$ cat config.mk
export PLATFORM = sky130hd
export DESIGN_NAME = vga_timing_generator
export DESIGN_NICKNAME = d
export VERILOG_FILES = /design/src/rtl/vga_timing_generator_pkg.sv /design/src/rtl/vga_timing_generator_axis.sv /design/src/rtl/vga_timing_generator.sv
export VERILOG_INCLUDE_DIRS = /design/src /design/src/rtl
export SDC_FILE = /design/constraint.sdc
export NUM_CORES = 1
export LEC_CHECK = 0
export CAP_MARGIN = 20
export CORE_MARGIN = 5
export CORE_UTILIZATION = 44
export CTS_BUF_LIST = sky130_fd_sc_hd__clkbuf_8
export CTS_CLUSTER_DIAMETER = 60
export DETAILED_ROUTE_END_ITERATION = 6
export PLACE_DENSITY = 0.7
export SLEW_MARGIN = 20
export SYNTH_ARGS = -nofsm -noshare
export SYNTH_HDL_FRONTEND = slang
export SYNTH_SLANG_ARGS = --single-unit
export TNS_END_PERCENT = 30
$ cat constraint.sdc
create_clock -name CLOCK_25 -period 1.65 [get_ports CLOCK_25]
set_clock_uncertainty 0.2 [all_clocks]
set_input_delay 0.33 -clock CLOCK_25 [delete_from_list [all_inputs] [get_ports CLOCK_25]]
set_output_delay 0.33 -clock CLOCK_25 [all_outputs]
set_load 0.02 [all_outputs]
$ cat src/rtl/global_symbols.vh
// Global raster timing symbols for the 640x480@60 display path.
`ifndef GLOBAL_SYMBOLS_VH
`define GLOBAL_SYMBOLS_VH

`define H_ACTIVE     640
`define H_FRONT      16
`define H_SYNC       96
`define H_BACK       48
`define H_TOTAL      (`H_ACTIVE + `H_FRONT + `H_SYNC + `H_BACK)

`define V_ACTIVE     480
`define V_FRONT      10
`define V_SYNC       2
`define V_BACK       33
`define V_TOTAL      (`V_ACTIVE + `V_FRONT + `V_SYNC + `V_BACK)

`define FRAME_WIDTH  `H_ACTIVE
`define FRAME_HEIGHT `V_ACTIVE

`endif

$ cat src/rtl/vga_timing_generator_pkg.sv
// Shared types and default raster timing for the VGA timing generator.
// Optional feature macro honoured by the top: VGA_TEST_PATTERN_EN.
`include "global_symbols.vh"

package vga_timing_generator_pkg;

    localparam int unsigned CNT_W = 12;
    typedef logic [CNT_W-1:0] cnt_t;

    localparam int unsigned DEF_H_ACTIVE = `H_ACTIVE;
    localparam int unsigned DEF_H_FRONT  = `H_FRONT;
    localparam int unsigned DEF_H_SYNC   = `H_SYNC;
    localparam int unsigned DEF_H_BACK   = `H_BACK;
    localparam int unsigned DEF_V_ACTIVE = `V_ACTIVE;
    localparam int unsigned DEF_V_FRONT  = `V_FRONT;
    localparam int unsigned DEF_V_SYNC   = `V_SYNC;
    localparam int unsigned DEF_V_BACK   = `V_BACK;

endpackage

$ cat src/rtl/vga_timing_generator_axis.sv
// One raster axis: free-running counter with wrap strobe and active-low sync.
module vga_axis_counter
    import vga_timing_generator_pkg::*;
#(
    parameter int unsigned TOTAL      = 800,
    parameter int unsigned SYNC_START = 656,
    parameter int unsigned SYNC_LEN   = 96
) (
    input  logic clk,
    input  logic reset,
    input  logic enable,
    output cnt_t count,
    output logic wrap,
    output logic sync_n
);

    localparam cnt_t LAST     = cnt_t'(TOTAL - 1);
    localparam cnt_t SYNC_BEG = cnt_t'(SYNC_START);
    localparam cnt_t SYNC_END = cnt_t'(SYNC_START + SYNC_LEN);

    assign wrap   = enable && (count == LAST);
    assign sync_n = !((count >= SYNC_BEG) && (count < SYNC_END));

    // Advance when enabled, returning to zero after the last position
    always_ff @(posedge clk) begin
        if (reset) begin
            count <= '0;
        end else if (enable) begin
            count <= wrap ? '0 : count + 1'b1;
        end
    end

endmodule

$ cat src/rtl/vga_timing_generator.sv
// 640x480@60 raster timing: 1-based x/y for the image generator, frame tick,
// and blanked colour plus sync pins aligned one cycle after x/y.
// Optional macro VGA_TEST_PATTERN_EN replaces the colour input with bars.
module vga_timing_generator
    import vga_timing_generator_pkg::*;
#(
    parameter int unsigned H_ACTIVE = DEF_H_ACTIVE,
    parameter int unsigned H_FRONT  = DEF_H_FRONT,
    parameter int unsigned H_SYNC   = DEF_H_SYNC,
    parameter int unsigned H_BACK   = DEF_H_BACK,
    parameter int unsigned V_ACTIVE = DEF_V_ACTIVE,
    parameter int unsigned V_FRONT  = DEF_V_FRONT,
    parameter int unsigned V_SYNC   = DEF_V_SYNC,
    parameter int unsigned V_BACK   = DEF_V_BACK
) (
    input  logic        CLOCK_25,
    input  logic        reset,
    input  logic [2:0]  color,
    output logic [11:0] x,
    output logic [11:0] y,
    output logic        active,
    output logic        frame_tick,
    output logic [2:0]  vga_color,
    output logic        vga_hs,
    output logic        vga_vs
);

    localparam int unsigned H_TOTAL = H_ACTIVE + H_FRONT + H_SYNC + H_BACK;
    localparam int unsigned V_TOTAL = V_ACTIVE + V_FRONT + V_SYNC + V_BACK;
    localparam cnt_t H_ACT_C = cnt_t'(H_ACTIVE);
    localparam cnt_t V_ACT_C = cnt_t'(V_ACTIVE);

    cnt_t       h_cnt;
    cnt_t       v_cnt;
    logic       h_wrap;
    logic       v_wrap_unused;
    logic       h_sync_n;
    logic       v_sync_n;
    logic       visible;
    logic       hs_s0;
    logic       vs_s0;
    logic [2:0] pix_color;

    vga_axis_counter #(
        .TOTAL      (H_TOTAL),
        .SYNC_START (H_ACTIVE + H_FRONT),
        .SYNC_LEN   (H_SYNC)
    ) u_h_axis (
        .clk    (CLOCK_25),
        .reset  (reset),
        .enable (1'b1),
        .count  (h_cnt),
        .wrap   (h_wrap),
        .sync_n (h_sync_n)
    );

    vga_axis_counter #(
        .TOTAL      (V_TOTAL),
        .SYNC_START (V_ACTIVE + V_FRONT),
        .SYNC_LEN   (V_SYNC)
    ) u_v_axis (
        .clk    (CLOCK_25),
        .reset  (reset),
        .enable (h_wrap),
        .count  (v_cnt),
        .wrap   (v_wrap_unused),
        .sync_n (v_sync_n)
    );

    assign visible = (h_cnt < H_ACT_C) && (v_cnt < V_ACT_C);

    // Stage 0: coordinates, visibility, frame tick and raw sync from the counters
    always_ff @(posedge CLOCK_25) begin
        if (reset) begin
            x          <= '0;
            y          <= '0;
            active     <= 1'b0;
            frame_tick <= 1'b0;
            hs_s0      <= 1'b1;
            vs_s0      <= 1'b1;
        end else begin
            x          <= visible ? h_cnt + 1'b1 : '0;
            y          <= visible ? v_cnt + 1'b1 : '0;
            active     <= visible;
            frame_tick <= (h_cnt == '0) && (v_cnt == V_ACT_C);
            hs_s0      <= h_sync_n;
            vs_s0      <= v_sync_n;
        end
    end

`ifdef VGA_TEST_PATTERN_EN
    localparam cnt_t BAR_W = cnt_t'(H_ACTIVE / 8);

    logic unused_color;
    assign unused_color = ^color;

    // Eight vertical bars framed by a one-pixel white border
    always_comb begin
        pix_color = 3'((x - cnt_t'(1)) / BAR_W);
        if ((x == cnt_t'(1)) || (x == H_ACT_C) || (y == cnt_t'(1)) || (y == V_ACT_C)) begin
            pix_color = 3'b111;
        end
    end
`else
    // Colour comes straight from the image generator for the current x/y
    always_comb begin
        pix_color = color;
    end
`endif

    // Stage 1: blanked colour and sync delayed together so the pins stay aligned
    always_ff @(posedge CLOCK_25) begin
        if (reset) begin
            vga_color <= '0;
            vga_hs    <= 1'b1;
            vga_vs    <= 1'b1;
        end else begin
            vga_color <= active ? pix_color : '0;
            vga_hs    <= hs_s0;
            vga_vs    <= vs_s0;
        end
    end

endmodule

* After elaboration in Yosys (flattened, before gate mapping)
Cells that the tools add are included.
Storage, ports and cells: input bits 5, register bits 57
Operators by class: mux-type cells 1, reductions and logical operators 11, bitwise logic cells 2, order comparisons 6, $add $sub $neg 2, equal/unequal tests 3
Operator list (count):
- $add A12 B1 Y12 const B | 2
- $eq A12 B10 Y1 const B | 2
- $lt A12 B10 Y1 const B | 2
- $lt A12 B9 Y1 const B | 2
- $eq A12 B9 Y1 const B | 1
- $ge A12 B10 Y1 const B | 1
- $ge A12 B9 Y1 const B | 1
- $logic_not A12 Y1 | 1
- $mux W12 | 1
- $reduce_or A2 Y1 | 3
- $logic_and A1 B1 Y1 | 5
- $logic_not A1 Y1 | 2
- $not A1 Y1 | 2

* Depth between registers and ports, before layout
Gate-level depths: netlist of run 1.
depth after elaboration 4, mapped depth 7

* Cells and area by module
From an unflattened synthesis of run 1, not the netlist that was laid out.
Unflattened totals: cell total of the unflattened synthesis 273, area total of the unflattened synthesis 2561.2 um2
By module, submodules not included:
- vga_timing_generator | times used 1, area each 1242.4 um2, seq. area each 660.6 um2, cells each 130
- vga_axis_counter at u_h_axis | times used 1, area each 666.9 um2, seq. area each 240.2 um2, cells each 73
- vga_axis_counter at u_v_axis | times used 1, area each 651.9 um2, seq. area each 240.2 um2, cells each 70

* Worst setup path after synthesis of run 1
OpenSTA, ideal clock, no wires.
path kind reg2reg, start reg u_h_axis.count[0], end reg u_h_axis.count[5], arrival time 1.477 ns, cell stages (with the launch flop) 8, path buffers 2, setup slack -0.145 ns, library setup time 0.118 ns, period minus slack after synthesis 1.795 ns, cell sequence dfxtp_1 -> ha_1 -> nand4_2 -> and4bb_4 -> or2_1 -> buf_6 -> buf_6 -> nor2_1
On the way: cells in the longest elaborated chain, start to end 2, elaborated cells between the ends (all ways) 3, classes of those cells add/sub (1); eq/ne (1); reduce/logical (1)
Ends and longest elaborated chain:
- start: declaration | line vga_timing_generator_axis.sv:12 | output cnt_t count,
- start signal: assignment | line vga_timing_generator_axis.sv:29 | count <= wrap ? '0 : count + 1'b1;
- parallel branches: the longest is 2 deep, another holds $add A12 B1 Y12
Parallel ways; which one is timed is not known. A chain may end at the register's enable or synchronous reset.

* Final worst setup path of run 1
start reg u_h_axis.count[0], end reg u_v_axis.count[8]
On the way: cells in the longest elaborated chain, start to end 3
Ends and longest elaborated chain:
- $eq A12 B10 Y1 * | line vga_timing_generator_axis.sv:21 | assign wrap = enable && (count == LAST);
- $logic_and A1 B1 Y1 | line vga_timing_generator_axis.sv:21
- $mux W12 | line vga_timing_generator_axis.sv:29
- end signal: assignment | line vga_timing_generator_axis.sv:29
- end: declaration | line vga_timing_generator_axis.sv:12
Every way passes the cells marked *; elsewhere a longest branch is shown, timed or not.

==> results of run 1 <==
==> routing by layer <==
metal	share of wire (%)	vias up	wire length (um)
met3	5.4	16	272
met4	3.5	0	176
li1	-	945	-
met1	47	832	2387
met5	0	-	0
met2	44	51	2217
==> per-stage QoR <==
step	hold slack, ns	utilization (%)
after floorplan	0.1895	-
after global placement	0.1921	59.64
after detailed placement	0.1932	59.64
after CTS	0.2075	64.03
after global routing	0.2296	65.45
final	0.2069	65.45
==> layout make-up <==
type,instances,area (um2)
Clock buffer,11,151.4
Clock inverter,5,47.55
Fill cell,409,1664
Inverter,11,41.29
Multi-Input combinational cell,157,1042
Sequential cell,57,1155
Tap cell,67,83.83
Timing Repair Buffer,74,631.9
==> cell families (layout without fill, tap and decap cells) <==
group                      after synthesis  after routing  synth area share [%]
AOI/OAI and AO/OA                       26             26                 7.831
DFF                                     57             57                 51.38
buffers and inverters                   22            101                 6.648
other                                    1              5                0.1689
and+or+nand+nor                        106            106                 25.41
adders and majority gates                4              4                 2.254
xor gates and xnor gates                16             16                 6.310
==> report_power, final <==
| group | internal (mW) | leakage [nW] | total, mW | switching (mW) |
|---|---|---|---|---|
| sequential | 1.40 | 0.467 | 1.41 | 0.00958 |
| clock | 0.763 | 0.112 | 1.28 | 0.522 |
| combinational | 0.0664 | 0.744 | 0.146 | 0.0799 |
==> worst max path at each step <==
stage	end	startpoint
2_1_floorplan	u_h_axis.count[6]$_SDFF_PP0_	u_h_axis.count[1]$_SDFF_PP0_
3_3_place_gp	u_v_axis.count[11]$_SDFFE_PP0P_	reset
3_5_place_dp	u_v_axis.count[8]$_SDFFE_PP0P_	reset
4_1_cts	u_v_axis.count[8]$_SDFFE_PP0P_	u_h_axis.count[0]$_SDFF_PP0_
5_1_grt	u_v_axis.count[9]$_SDFFE_PP0P_	u_v_axis.count[0]$_SDFFE_PP0P_
6_report	u_v_axis.count[8]$_SDFFE_PP0P_	u_h_axis.count[0]$_SDFF_PP0_
==> timing repair <==
item / 4_1_cts / 5_1_grt
cloned: 2 / 0
setup endpoints to repair: 46 / 22
resized for setup: 41 / 18
hold buffers: 0 / 0
pin swaps: 4 / 4
setup buffers: 1 / 0
==> synthesized netlist by cell type <==
master	instances
a311oi_1	1
nor4_1	3
nor3_2	1
or4_1	2
xnor2_1	12
and3_1	2
and4bb_2	1
o22ai_1	1
nor3_1	11
nand2b_1	2
and4b_2	1
nand3_1	12
o31a_1	1
nor2b_1	1
nand3_2	1
clkbuf_1	1
a41oi_1	1
nand2_1	11
buf_6	7
xor2_1	4
buf_2	2
or2_2	3
a31oi_1	9
dfxtp_1	57
and4_1	1
a21oi_1	2
conb_1	1
nand4_1	4
nand4b_1	1
o211ai_1	4
ha_1	4
and4bb_4	1
inv_1	11
o21a_1	1
o2bb2ai_1	2
or2_1	1
nor4b_2	1
and2_1	4
clkbuf_8	1
o21ai_1	1
o21ai_0	3
nor2_1	40
nand4_2	2
==> layout by cell type (no fill, tap or decap), types with 5 or more instances in the layout <==
cell type	count
a31oi_1	9
buf_4	34
clkbuf_8	11
conb_1	5
dfxtp_1	50
dfxtp_2	5
dlygate4sd2_1	31
inv_1	13
nand2_1	10
nand3_1	11
nor2_1	39
nor3_1	7
nor3_2	5
xnor2_1	12
==> state kept, by name (all words and copies together), names as in the netlist <==
register        count
hs_s0               1
u_h_axis.count     12
u_v_axis.count     12
x                  12
vga_vs              1
vga_hs              1
y                  12
frame_tick          1
vga_color           3
vs_s0               1
active              1
==> worst max-delay path, stage by stage, from the launching register on <==
cell and delay, ns:
dfxtp_4 0.35, ha_4 0.16, nand4_4 0.08, and4bb_4 0.22
or2_4 0.26, buf_6 0.14, a31oi_1 0.16
==> flow_metrics.py, run 1 <==
metrics = {
    "timing": {
        "fmaxAchievable_mhz": 605.7,
        "slew_violations": 0,
        "fin_crit_sh_pct": 100.1,
        "layout_setup_ws_ns": -0.001003,
        "finalHoldViolCount": 0,
        "grt_setup_unrepaired": "true",
        "setup_violations": 2,
        "tns_ns": -0.001929,
        "fin_crit_ns": 1.651,
    },
    "power_and_ir_drop": {
        "p_total_mw": 2.840,
        "ir_worst_vdd_mv": 0.5285,
        "power.density_nw_per_um2": 900.7,
        "p_leak_nw": 1.323,
    },
    "critical_path": {
        "arrival_ns": 1.71,
        "criticalPathCategory": "reg2reg",
        "endpoint_kind": "flop",
        "required_ns": 1.71,
        "rrSetupSlack_ns": -0.001,
        "worstPathMaxFanout": 6,
        "reg2reg_to": "u_v_axis.count[8]$_SDFFE_PP0P_",
        "cp-start-kind": "flop",
        "r2r_start": "u_h_axis.count[0]$_SDFF_PP0_",
        "reg2reg_depth": 6,
    },
    "grt": {
        "antenna_found_initial": 0,
        "track_usage_pct": 16.86,
        "grt_pass1_wl_um": 8314,
        "overflow": 0,
        "grt-busiest-layer": "met2",
        "grt_pass1_vias": 1847,
        "grt_max_degree": 14,
        "met1_usage_pct": 21.17,
        "grtUsageMet3_pct": 4.102,
        "grtUsageMet2_pct": 25.62,
    },
    "finish": {
        "syn2layout_area_growth_pct": 41.97,
        "postLayoutCellArea_um2": 3153,
        "drive_gt1_share_pct": 26.98,
        "final_cell_count_no_fill": 382,
        "final_nets": 319,
        "insertedDiodeCount": 0,
    },
    "die": {
        "rows": 25,
        "initial_utilization_pct": 46.10,
        "die_x_um": 81.05,
        "dieArea_um2": 6568,
        "ioPinCount": 36,
        "die_y_um": 81.05,
        "core_um2": 4817,
    },
    "drt": {
        "drt_first_pass_iters": 4,
        "wl_per_cell_um": 13.23,
        "drc": 0,
        "via_count": 1844,
        "routed_wl_um": 5054,
        "antenna_left": 0,
        "drt_iter0_markers": 86,
        "vias_per_cell": 4.827,
    },
    "worst_hold_path": {
        "hold_depth": 1,
        "hp-class": "reg2reg",
        "min_to": "vga_hs$_SDFF_PP1_",
        "hold_start": "hs_s0$_SDFF_PP1_",
    },
    "status": {
        "status": "complete, but fails checks",
        "failed_checks": "setup timing",
    },
    "placed_design": {
        "pre_cts_ws_ns": -0.3567,
        "dp_hpwl_um": 3385,
        "dpl_cell_area_um2": 2873,
        "dpl.cell_count": 363,
        "port_buffers": 35,
        "globalplace.congestion": 0.8750,
    },
    "yosys": {
        "ys_warn_count": 0,
        "syn_area_um2": 2221,
        "synthTopCellsByArea": "dfxtp_1, nor2_1, xnor2_1, buf_6, nand3_1",
        "synth_top_area_share_pct": 51.38,
        "syn-mean-instance-area_um2": 9.573,
        "yosysUniqueCellTypes": 43,
        "ys_seq_elements": 57,
        "synth_area_leader_cell": "dfxtp_1",
        "syn_inst": 232,
        "yosysSeqAreaShare_pct": 51.38,
    },
    "cts": {
        "clockRootBuffer": "clkbuf_8",
        "cts.clk_slew.worst_paths_ns": 0.07,
        "h-tree-depth": 3,
        "clock-sinks": 57,
        "cts_inserted_buffers": 9,
        "clkLatencyLatePin_ns": 0.34,
        "clockBufferDepth": 2,
        "cts_tree": "built",
    },
    "flow_run": {
        "drv_cap": 0,
    },
}
(Power assumes the default switching activity.)
==> run 2: changes to the inputs <==
Settings changed: ABC_AREA set to 1, CORE_ASPECT_RATIO set to 1.75.
==> run 2 against run 1 <==
  * The flow now finishes without violations
  * Critical path type unchanged
  * Largest power group unchanged
  * Fmax is 1.4% higher
  * Hold slack better by 0.00082 ns
  * Die area is 7.7% higher
  * Flip-flop and latch count stayed put
  * Sequential share of layout area is 1.1 points lower
  * Highest routed layer unchanged
==> flow_metrics.py, run 2 <==
metrics = {
    "grt": {
        "grt_pass1_vias": 2186,
        "grt_pass1_wl_um": 9639,
        "overflow": 0,
        "antenna_found_initial": 0,
        "track_usage_pct": 18.04,
        "grt_max_degree": 18,
    },
    "drt": {
        "drt_first_pass_iters": 4,
        "antenna_left": 0,
        "dr_wl_met3_um": 173,
        "wl_per_cell_um": 12.46,
        "dr_wl_met2_um": 3343,
        "via_count": 2197,
        "routed_wl_um": 5783,
        "drt_iter0_markers": 138,
        "wl_met1_um": 2004,
        "dr.max_layer_used": "met4",
        "vias_per_cell": 4.735,
        "drc": 0,
    },
    "cts": {
        "clock-sinks": 57,
        "clockBufferDepth": 2,
        "cts_inserted_buffers": 9,
        "clkLatencyLatePin_ns": 0.34,
        "clockRootBuffer": "clkbuf_8",
        "cts_tree": "built",
        "cts.clk_slew.worst_paths_ns": 0.06,
        "h-tree-depth": 3,
    },
    "yosys": {
        "ys_warn_count": 0,
        "yosysSeqAreaShare_pct": 47.65,
        "synth_top_area_share_pct": 47.65,
        "synth_flop_cell": "dfxtp_1",
        "synthTopCellsByArea": "dfxtp_1, nand2_1, nor2_1, inv_1, nand3_1",
        "synth_area_leader_cell": "dfxtp_1",
        "yosysUniqueCellTypes": 28,
        "syn-mean-instance-area_um2": 7.578,
        "syn_area_um2": 2395,
        "syn_inst": 316,
        "yosys.cell_count.top_type": "nand2_1",
        "synthArstFlopShare_pct": 0,
        "ys_seq_elements": 57,
        "synth-edff-count": 0,
        "synth_top_cells_by_count": "nand2_1, dfxtp_1, nor2_1, inv_1, nand3_1",
    },
    "flow_run": {
        "drv_cap": 0,
    },
    "power_and_ir_drop": {
        "p_leak_nw": 1.474,
        "p_total_mw": 2.856,
        "p_clk_share_pct": 45.0,
        "ir_worst_vdd_mv": 0.6211,
        "combPwrFrac_pct": 5.5,
        "power.density_nw_per_um2": 878.8,
        "p_int_mw": 2.228,
        "p_sw_mw": 0.6275,
        "power_switching_share_pct": 21.97,
        "seq_power_share_pct": 49.5,
    },
    "die": {
        "initial_utilization_pct": 45.19,
        "core_um2": 5299,
        "dieArea_um2": 7077,
        "die_x_um": 65.77,
        "rows": 35,
        "ioPinCount": 36,
        "die_y_um": 107.6,
    },
    "placed_design": {
        "pre_cts_ws_ns": -0.1180,
        "dpl_cell_area_um2": 2998,
        "globalplace.congestion": 0.9190,
        "dp_hpwl_um": 4392,
        "port_buffers": 35,
    },
    "timing": {
        "setup_violations": 0,
        "fmaxAchievable_mhz": 614.2,
        "grt_setup_unrepaired": "true",
        "fin_crit_ns": 1.628,
        "hold-worst-slack_ns": 0.2077,
        "layout_setup_ws_ns": 0.02176,
        "finalHoldViolCount": 0,
        "fin_crit_sh_pct": 98.68,
        "slew_violations": 0,
    },
    "finish": {
        "final_util_pct": 61.32,
        "final_nets": 395,
        "final_common_cell": "nand2_1",
        "final_cell_mix": "nand2_1, dfxtp_1, nor2_1",
        "postLayoutCellArea_um2": 3249,
        "drive_gt1_share_pct": 22.05,
        "insertedDiodeCount": 0,
        "syn2layout_area_growth_pct": 35.68,
    },
    "critical_path": {
        "cp-start-kind": "flop",
        "r2r_start": "u_h_axis.count[1]$_SDFF_PP0_",
        "criticalPathCategory": "reg2reg",
        "endpoint_kind": "flop",
        "required_ns": 1.68,
        "worstPathMaxFanout": 5,
        "arrival_ns": 1.66,
        "crit_start": "u_h_axis.count[1]$_SDFF_PP0_",
    },
    "worst_hold_path": {
        "hold_start": "hs_s0$_SDFF_PP1_",
        "hp-class": "reg2reg",
    },
    "status": {
        "status": "complete, no violations",
    },
}
[run 2: cell types whose count changed after synthesis, moves of 6 or more]
cell     change
a21oi_1      +7
a31oi_1      -9
buf_6        -7
inv_1       +24
nand2_1     +66
nand3_1     +13
nor2_1       +8
nor2_2      +13
nor3_1       -6
xnor2_1     -10
[run 2: per-stage QoR]
stage,cells,TNS [ns]
3_5_place_dp,447,-2.429
2_1_floorplan,320,0
6_report,464,0
3_3_place_gp,447,-0.6087
5_1_grt,464,-0.2736
4_1_cts,462,0
[run 2: kinds of logic (layout without fill, tap and decap cells)]
kind of cell	Yosys count	count (layout)	synth area share, %
other cells	1	5	0.1566
flops	57	57	47.65
compound gates	13	13	2.717
buf+inv	45	115	8.203
simple gates	186	186	35.53
fa+ha+maj	4	4	2.090
xor+xnor	10	10	3.658
[run 2: area by class of cell]
| type | instances | area [um2] |
|---|---|---|
| fill | 482 | 2049 |
| sequential | 57 | 1154 |
| multi-input combinational | 218 | 1134 |
| timing repair buffer | 61 | 523.0 |
| clock buffer | 11 | 151.4 |
| inverter | 39 | 151.4 |
| tap | 74 | 92.59 |
| clock inverter | 4 | 43.79 |
[run 2: worst max-delay path: stages, from the launching register on]
cell and delay [ns]:
dfxtp_2 0.35, ha_4 0.17, nand2_4 0.06, nor2_4 0.16
nand2_2 0.08, nor2_4 0.19, nor2_8 0.08, buf_12 0.13
nand2_1 0.05, nand2_1 0.05
[run 2: per-layer routing]
layer  vias up  global-route usage, %
li1       1106                      -
met1      1026                  15.78
met2        44                  34.67
met3        21                  4.807
met4         0                  10.83
met5         -                      0
[run 2: timing repair]
action	CTS	global route
buffers inserted	0	2
endpoints found under the setup margin	43	29
gates resized for setup	33	26
hold buffers	0	0
pin swaps	0	11
[run 2: path summary, 6_finish.rpt]
path                               endpoint  slack [ns]  depth (start not counted)
min reg2reg               vga_hs$_SDFF_PP1_        0.21                          1
max reg2reg  u_v_axis.count[4]$_SDFFE_PP0P_        0.02                          9
min                       vga_hs$_SDFF_PP1_        0.21                          1
max          u_v_axis.count[4]$_SDFFE_PP0P_        0.02                          9
[run 2: power by group through the flow]
stage | Combinational (mW) | Sequential (mW) | Clock, mW
2_1_floorplan | 0.0616 | 1.47 | 0
3_3_place_gp | 0.166 | 1.44 | 0
3_5_place_dp | 0.169 | 1.44 | 0
4_1_cts | 0.158 | 1.41 | 1.31
5_1_grt | 0.171 | 1.41 | 1.39
6_report | 0.158 | 1.41 | 1.29
==> run 3: changes to the inputs <==
Settings changed: CTS_CLUSTER_SIZE set to 20.
==> results of run 3 <==
Final layout, timing and power as in run 2 (identical DEF).
